<file path="src/rtl/fft_input_if.sv">
// Stream-in / pairwise-write bundle for the FFT input loader.
// slave  : the loader side (consumes the sample stream, drives the memory write port).
// master : the producer / memory side.
interface fft_input_if #(
  parameter int word_size     = 16,
  parameter int address_width = 5
);
  logic                     in_valid;
  logic [word_size-1:0]     in_samp;
  logic                     in_ready;
  logic                     wr_en;
  logic [address_width-1:0] wr_addr1;
  logic [address_width-1:0] wr_addr2;
  logic [word_size-1:0]     wr_samp1;
  logic [word_size-1:0]     wr_samp2;

  modport slave (
    input  in_valid, in_samp,
    output in_ready, wr_en, wr_addr1, wr_addr2, wr_samp1, wr_samp2
  );

  modport master (
    output in_valid, in_samp,
    input  in_ready, wr_en, wr_addr1, wr_addr2, wr_samp1, wr_samp2
  );
endinterface

</file>
<file path="src/rtl/fft_input.sv">
// FFT input loader: takes N serial samples over valid/ready and writes them
// into sample memory as (even, odd) pairs with one write strobe per pair.
// Build option FFT_INPUT_BITREV_EN: defined -> bit-reversed write addresses,
// undefined -> natural order addresses.
//
// state | meaning
// IDLE  | not armed, index cleared, not ready
// EVEN  | waiting for the even sample of a pair
// ODD   | even sample held, waiting for the odd sample (write on accept)
// DONE  | all N samples written, input ignored until en drops
module fft_input #(
  parameter int N             = 32,
  parameter int word_size     = 16,
  parameter int address_width = $clog2(N)
) (
  input  logic        clk,
  input  logic        reset_n,
  input  logic        en,
  output logic        done,
  fft_input_if.slave  bus
);

  typedef enum logic [1:0] {IDLE, EVEN, ODD, DONE} state_t;

  localparam logic [address_width-1:0] LAST_IDX = address_width'(N - 1);

  state_t                   r_state, w_state_nxt;
  logic [address_width-1:0] r_idx, w_idx_nxt;
  logic [word_size-1:0]     r_hold, w_hold_nxt;
  logic                     r_in_ready, w_in_ready_nxt;
  logic                     r_done, w_done_nxt;
  logic                     r_wr_en, w_wr_en_nxt;
  logic [address_width-1:0] r_addr1, w_addr1_nxt;
  logic [address_width-1:0] r_addr2, w_addr2_nxt;
  logic [word_size-1:0]     r_samp1, w_samp1_nxt;
  logic [word_size-1:0]     r_samp2, w_samp2_nxt;
  logic                     w_accept;
  logic [address_width-1:0] w_a1;
  logic [address_width-1:0] w_a2;

  function automatic logic [address_width-1:0] f_rev(input logic [address_width-1:0] a);
    logic [address_width-1:0] r;
    for (int i = 0; i < address_width; i++) r[i] = a[address_width-1-i];
    return r;
  endfunction

  // In ODD, r_idx is 2k+1; the even partner always differs only in the LSB
  // of the index, which after reversal is the MSB of the address.
`ifdef FFT_INPUT_BITREV_EN
  assign w_a2 = f_rev(r_idx);
  assign w_a1 = {1'b0, w_a2[address_width-2:0]};
`else
  assign w_a2 = r_idx;
  assign w_a1 = {r_idx[address_width-1:1], 1'b0};
`endif

  // in_ready is registered and high exactly in EVEN/ODD, so it qualifies the accept.
  assign w_accept = bus.in_valid & r_in_ready;

  // Next-state, counter, hold register and registered-output values.
  always_comb begin
    w_state_nxt = r_state;
    w_idx_nxt   = r_idx;
    w_hold_nxt  = r_hold;
    w_wr_en_nxt = 1'b0;
    w_addr1_nxt = r_addr1;
    w_addr2_nxt = r_addr2;
    w_samp1_nxt = r_samp1;
    w_samp2_nxt = r_samp2;
    case (r_state)
      IDLE: begin
        w_idx_nxt = '0;
        if (en) w_state_nxt = EVEN;
      end
      EVEN: begin
        if (!en) begin
          w_state_nxt = IDLE;
          w_idx_nxt   = '0;
        end else if (w_accept) begin
          w_hold_nxt  = bus.in_samp;
          w_idx_nxt   = r_idx + 1'b1;
          w_state_nxt = ODD;
        end
      end
      ODD: begin
        if (!en) begin
          w_state_nxt = IDLE;
          w_idx_nxt   = '0;
        end else if (w_accept) begin
          w_wr_en_nxt = 1'b1;
          w_addr1_nxt = w_a1;
          w_addr2_nxt = w_a2;
          w_samp1_nxt = r_hold;
          w_samp2_nxt = bus.in_samp;
          // Final index holds in DONE; it only returns to 0 via IDLE.
          if (r_idx == LAST_IDX) begin
            w_state_nxt = DONE;
          end else begin
            w_idx_nxt   = r_idx + 1'b1;
            w_state_nxt = EVEN;
          end
        end
      end
      DONE: begin
        if (!en) w_state_nxt = IDLE;
      end
      default: w_state_nxt = IDLE;
    endcase
    w_in_ready_nxt = (w_state_nxt == EVEN) || (w_state_nxt == ODD);
    w_done_nxt     = (w_state_nxt == DONE);
  end

  // State, datapath and output registers, all cleared asynchronously.
  always_ff @(posedge clk or negedge reset_n) begin
    if (!reset_n) begin
      r_state    <= IDLE;
      r_idx      <= '0;
      r_hold     <= '0;
      r_in_ready <= 1'b0;
      r_done     <= 1'b0;
      r_wr_en    <= 1'b0;
      r_addr1    <= '0;
      r_addr2    <= '0;
      r_samp1    <= '0;
      r_samp2    <= '0;
    end else begin
      r_state    <= w_state_nxt;
      r_idx      <= w_idx_nxt;
      r_hold     <= w_hold_nxt;
      r_in_ready <= w_in_ready_nxt;
      r_done     <= w_done_nxt;
      r_wr_en    <= w_wr_en_nxt;
      r_addr1    <= w_addr1_nxt;
      r_addr2    <= w_addr2_nxt;
      r_samp1    <= w_samp1_nxt;
      r_samp2    <= w_samp2_nxt;
    end
  end

  assign bus.in_ready = r_in_ready;
  assign bus.wr_en    = r_wr_en;
  assign bus.wr_addr1 = r_addr1;
  assign bus.wr_addr2 = r_addr2;
  assign bus.wr_samp1 = r_samp1;
  assign bus.wr_samp2 = r_samp2;
  assign done         = r_done;

endmodule

</file>
<file path="src/flat_wrapper.sv">
// flat-port wrapper written by rule: the top's interface ports become plain ports
module fft_input_flat 
#(
  parameter int N             = 32,
  parameter int word_size     = 16,
  parameter int address_width = $clog2(N)
)
  (clk, reset_n, en, done, bus_in_valid, bus_in_samp, bus_in_ready, bus_wr_en, bus_wr_addr1, bus_wr_addr2, bus_wr_samp1, bus_wr_samp2);
  fft_input_if #(.word_size(word_size), .address_width(address_width)) bus_i ();
  input  logic clk;
  input  logic reset_n;
  input  logic en;
  output logic done;
  input wire logic [$bits(bus_i.in_valid)-1:0] bus_in_valid;
  input wire logic [$bits(bus_i.in_samp)-1:0] bus_in_samp;
  output wire logic [$bits(bus_i.in_ready)-1:0] bus_in_ready;
  output wire logic [$bits(bus_i.wr_en)-1:0] bus_wr_en;
  output wire logic [$bits(bus_i.wr_addr1)-1:0] bus_wr_addr1;
  output wire logic [$bits(bus_i.wr_addr2)-1:0] bus_wr_addr2;
  output wire logic [$bits(bus_i.wr_samp1)-1:0] bus_wr_samp1;
  output wire logic [$bits(bus_i.wr_samp2)-1:0] bus_wr_samp2;
  assign bus_i.in_valid = bus_in_valid;
  assign bus_i.in_samp = bus_in_samp;
  assign bus_in_ready = bus_i.in_ready;
  assign bus_wr_en = bus_i.wr_en;
  assign bus_wr_addr1 = bus_i.wr_addr1;
  assign bus_wr_addr2 = bus_i.wr_addr2;
  assign bus_wr_samp1 = bus_i.wr_samp1;
  assign bus_wr_samp2 = bus_i.wr_samp2;
  fft_input #(.N(N), .word_size(word_size), .address_width(address_width)) u_core (.clk(clk), .reset_n(reset_n), .en(en), .done(done), .bus(bus_i));
endmodule
</file>
<file path="config.mk">
export PLATFORM = sky130hd
export DESIGN_NAME = fft_input_flat
export DESIGN_NICKNAME = d
export VERILOG_FILES = /design/src/rtl/fft_input_if.sv /design/src/rtl/fft_input.sv /design/src/flat_wrapper.sv
export SDC_FILE = /design/constraint.sdc
export NUM_CORES = 1
export LEC_CHECK = 0
export ABC_AREA = 0
export CAP_MARGIN = 20
export CORE_MARGIN = 2
export CORE_UTILIZATION = 25
export CTS_BUF_LIST = sky130_fd_sc_hd__clkbuf_8
export CTS_CLUSTER_DIAMETER = 100
export DETAILED_ROUTE_END_ITERATION = 12
export DONT_BUFFER_PORTS = 1
export HOLD_SLACK_MARGIN = 0.03
export PLACE_DENSITY_LB_ADDON = 0.1
export SYNTH_ARGS = -nofsm -noshare
export SYNTH_HDL_FRONTEND = slang
export SYNTH_SLANG_ARGS = --single-unit
</file>
<file path="constraint.sdc">
create_clock -name clk -period 5.03 [get_ports clk]
set_input_delay 0.7545 -clock clk [delete_from_list [all_inputs] [get_ports clk]]
set_output_delay 0.7545 -clock clk [all_outputs]
set_load 0.05 [all_outputs]
</file>
After elaboration in Yosys (flattened, before gate mapping)
Cells that the tools add are included.
- register bits: 67
- output and inout bits: 45
- add/sub/neg operators: 1
- eq/ne operators: 10
- mux-type cells: 17
- bitwise gates (word level): 1
- reduce and logical (&&, ||, !) cells: 6
- operators by type and width (cell ; number):
    two-way mux 5 bit ; 5
    case mux 5 bit (3 select lines) ; 1
    two-way mux 2 bit ; 7
    equality test 2 bit, second input constant ; 4
    case mux 2 bit (4 select lines) ; 1
    != test 3 x 2 -> 1 bit, second input constant ; 2
    AND reduction 3 bit ; 2
    adder 5 x 1 -> 5 bit, second input constant ; 1
    equality test 5 bit, second input constant ; 1
    equality test 2 x 1 -> 1 bit, second input constant ; 2
    AND reduction 4 bit ; 1
    two-way mux 1 bit ; 3
    != test 3 bit, second input constant ; 1
    nonzero test 3 bit ; 1
    zero test 2 bit ; 1
    bitwise AND 1 bit ; 1
    logical OR 1 bit ; 1

Longest topological paths before layout
- depth after elaboration: 7
- gate-level depth with buffers: 8
- depth with buffers taken out: 8

Worst setup path after synthesis
No wires, ideal clock.
- path type: register -> register
- start: register u_core.r_idx[0]
- end: register u_core.r_idx[3]
- setup time: 69 ps
- arrival: 1943 ps
- slack: 3019 ps
- cell stages (with the launch flop): 8
- buffers on the path: 0
- path through: dfrtp_1 ha_1 and3_1 ha_1 and3b_1 o221ai_4 or4_1 nand3_1
- longest elaborated chain between the ends: 5
- ends and longest elaborated chain (item ; line ; RTL):
    start: declaration ; fft_input.sv:28 ; logic [address_width-1:0] r_idx, w_idx_nxt;
    start signal: assignment ; fft_input.sv:128 ; r_idx <= w_idx_nxt;
    adder 5 x 1 -> 5 bit ; fft_input.sv:81, fft_input.sv:99 ;
    two-way mux 5 bit ; fft_input.sv:96 ; if (r_idx == LAST_IDX) begin
    two-way mux 5 bit ; fft_input.sv:89 ; end else if (w_accept) begin
    two-way mux 5 bit ; fft_input.sv:86 ; if (!en) begin
    case mux 5 bit (3 select lines) ; fft_input.sv:70 ; case (r_state)
Parallel ways exist; a longest one is shown, timed or not. The select of a mux whose other input is x is not followed.
A chain may end at the register's enable or synchronous reset.

Worst setup path in the final report
- start: register u_core.r_in_ready, in the netlist u_core.bus.in_ready
- end: register u_core.r_in_ready, in the netlist u_core.bus.in_ready
- longest elaborated chain between the ends: 6
- ends and longest elaborated chain (item ; line ; RTL):
    start: declaration ; fft_input.sv:30 ; logic r_in_ready, w_in_ready_nxt;
    start signal: assignment ; fft_input.sv:130 ; r_in_ready <= w_in_ready_nxt;
    bitwise AND 1 bit * ; fft_input.sv:58 ; assign w_accept = bus.in_valid & r_in_ready;
    two-way mux 2 bit (on tied branches) ; fft_input.sv:89, fft_input.sv:79 ;
    two-way mux 2 bit (on tied branches) ; fft_input.sv:86, fft_input.sv:76 ;
    case mux 2 bit (4 select lines) * ; fft_input.sv:70 ;
    via u_core.w_state_nxt[0] ; fft_input.sv:27 ; state_t r_state, w_state_nxt;
    equality test 2 x 1 -> 1 bit or equality test 2 bit (tied branches) ; fft_input.sv:109 ; w_in_ready_nxt = (w_state_nxt == EVEN) || (w_state_nxt == ODD);
    logical OR 1 bit * ; fft_input.sv:109 ;
    via u_core.w_in_ready_nxt ; fft_input.sv:30 ;
Mark *: on every way through the listed nets, which the timed path passes. The rest lies on a longest branch.

==> flow_summary_export.csv <==
group,metric,value,unit
synthesis,synth_area_per_cell,14.8,sq um
sta,min_period,2.34,ns
clocking,clkLatencyLatePin,0.33,ns
synthesis,synth_top_area_frac,0.604,
critical_path,required,5.24,ns
final_layout,areaGrowthSynthToFinish,10.9,%
floorplanning,core-area,10200,sq um
routing,viasPerCell,4.40,
clocking,htreeDepth,3,
critical_path,worst-path-max-fanout,20,
global_routing,grt.overflow.total,0,
clocking,postCtsSetupRepairBufs,0,
synthesis,yosysMostFrequentCell,"dfrtp_1",
final_layout,post_route_cells_drive_above_1_share,0.394,
sta,hold_viol_final,0,
sta,slew_viol_final,0,
clocking,cts_resized,0,
critical_path,r2r_slack,2.69,ns
critical_path,crit_chain,"and2_1, nand3_2, o211ai_1, ha_1",
floorplanning,rows,37,
sta,fin_tns_setup,0,ns
synthesis,synth_seq_cells,63,
routing,drt_iter0_drc,38,
clocking,cts_buffer_depth,2,
clocking,root_buffer,"clkbuf_8",
clocking,cts_tree,"yes",
synthesis,synth_async_sr_flop_share,1.00,
place,dp_hpwl,3.28,mm
routing,vias,1391,
sta,worst_pin_slew,0.908,ns
critical_path,reg2reg_to,"u_core.bus.in_ready",
floorplanning,dieArea,11300,sq um
final_layout,fillers,1017,
sta,setup_viol,0,
critical_path,end_kind,"register",
sta,maxSlewHeadroom,0.395,
critical_path,slowest_stage,"dfrtp_1",
outcome,outcome,"finished, final reports clean",
routing,ant_nets,0,
critical_path,reg2regPathDepth,4,
global_routing,grt_max_degree,64,
job,maxCapViolations,0,
sta,rsz0062_at_grt,"false",
synthesis,ys_top_cells_by_area,"dfrtp_1 60%, mux2_2 23%, ha_1 3.8%",
critical_path,slowest_delay,0.64,ns
floorplanning,pin_count,65,
clocking,cts_sinks,63,
clocking,cts_buffers,9,
routing,wire_per_inst,15.5,um
critical_path,path_class,"reg -> reg",
pwr,finalPower,1.65,mW
synthesis,ys_seq_area_frac,0.604,
place,place_area,2690,sq um
critical_path,arrival,2.55,ns
synthesis,synth_area,2610,sq um
final_layout,nets,204,
synthesis,syn_nets,204,
place,place.port_buffers,0,
synthesis,ys.flop_type,"dfrtp_1",
final_layout,fin_area,2890,sq um
critical_path,cp.buffers_inverters,0,
place,globalplace.congestion,0.739,
synthesis,synth_cells,176,
synthesis,yosysTopAreaCell,"dfrtp_1",
routing,dr.pass1.iters,4,
sta,finalWorstSetupSlack,2.69,ns
global_routing,track_usage,0.0940,
routing,wl,4.89,mm
clocking,cts_hold_buf,0,
critical_path,reg2reg_from,"u_core.bus.in_ready",
pwr,p_per_area,570,nW/um^2
floorplanning,initial_utilization,0.255,
global_routing,grt_pass1_wl,7.87,mm
sta,max_freq,0.427,GHz
place,pre_cts_ws,2.12,ns
global_routing,grt_pass1_vias,1443,
sta,finalClockSkew,0.0103,ns
hold_path,hp-class,"in -> async",
synthesis,synth_common_cells,"63 x dfrtp_1, 53 x mux2_2, 8 x ha_1",
critical_path,cpLargestDelayFamily,"simple AND/OR/NAND/NOR gates",
critical_path,crit_path_start_kind,"register",
pwr,peakVddDrop,0.175,mV
synthesis,synth_edf_count,0,
pwr,power.leakage,1.41,nW
synthesis,synth_cell_types,29,
final_layout,fin_util,0.283,
global_routing,antenna_found_initial,0,
floorplanning,die_h,106,um
final_layout,num_antenna_cells,0,
clocking,clkTransAtPathRegs,0.07,ns
sta,fin_crit_sh,0.466,
synthesis,yosys_warnings,0,
routing,drcViolationCount,0,
floorplanning,die_w,106,um
## cells by family (layout without fill, tap and decap cells)
kind of cell / count (synthesis) / in the layout / synth area share
multiplexers: 53 / 53 / 0.229
AO/OA/AOI/OAI: 12 / 12 / 0.0384
other: 1 / 1 / 0.00144
adder cells (fa/ha/maj): 8 / 8 / 0.0384
flip-flops: 63 / 63 / 0.604
AND/OR/NAND/NOR: 21 / 21 / 0.0470
buffers and inverters: 18 / 22 / 0.0422
## power by group
| part | leakage (nW) | internal (mW) | switching [mW] |
|---|---|---|---|
| Sequential | 0.838 | 0.652 | 0.375 |
| Combinational | 0.476 | 0.141 | 0.0992 |
| Clock | 0.0964 | 0.200 | 0.183 |
| Total | 1.41 | 0.993 | 0.657 |
## through the flow
stage                     instances  hold WS [ns]
after floorplan                 176         0.459
after global routing            316        0.0719
final                           316         0.110
after global placement          300         0.461
after CTS                       315        0.0806
after detailed placement        300         0.461
## worst register-to-register path, cell delays in order, from the launching register on
cell and delay [ns]:
dfrtp_1 0.64, and2_1 0.36, nand3_2 0.51, o211ai_1 0.43, ha_1 0.28
## per-layer routing
metal	vias to the layer above	GRT usage	wire length [um]
met3	14	0.0533	416
met5	-	0	0
met1	716	0.0977	1920
met4	0	0.0470	121
met2	47	0.152	2430
li1	614	-	-
## worst max path at each step
stage	start	to	cells after the start
4_1_cts	u_core.bus.in_ready	u_core.bus.in_ready	4
2_1_floorplan	u_core.r_idx[0]	u_core.r_idx[3]	7
6_report	u_core.bus.in_ready	u_core.bus.in_ready	4
5_1_grt	u_core.bus.in_ready	u_core.bus.in_ready	4
3_5_place_dp	bus_in_valid	u_core.bus.in_ready	4
3_3_place_gp	bus_in_valid	u_core.bus.in_ready	4
## cells in the final DEF, fill, tap and decap left out, types with 2 or more instances in the layout
cell and instances:
clkinv_2 2, inv_1 7, nand3_2 2, ha_1 8, o21ai_0 4, clkbuf_8 11, nand3_1 4, mux2_2 53
dfrtp_1 63, nand2_1 6
## final cells by class
type	instances	area [sq um]	area share
tap	136	170	0.0588
clock buffer	11	151	0.0523
multi-input combinational	95	923	0.319
clock inverter	4	22.5	0.00778
sequential	63	1580	0.545
inverter	6	22.5	0.00778
timing repair buffer	1	27.5	0.00951
## sequential cells by signal (all words and copies together) (netlist names)
name,count
u_core.bus.wr_samp1,16
u_core.bus.wr_samp2,16
u_core.r_state,2
u_core.r_idx,5
u_core.bus.wr_addr1,1
u_core.done,1
u_core.bus.wr_en,1
u_core.bus.in_ready,1
u_core.r_hold,16
u_core.bus.wr_addr2,4
(Power assumes the default switching activity.)
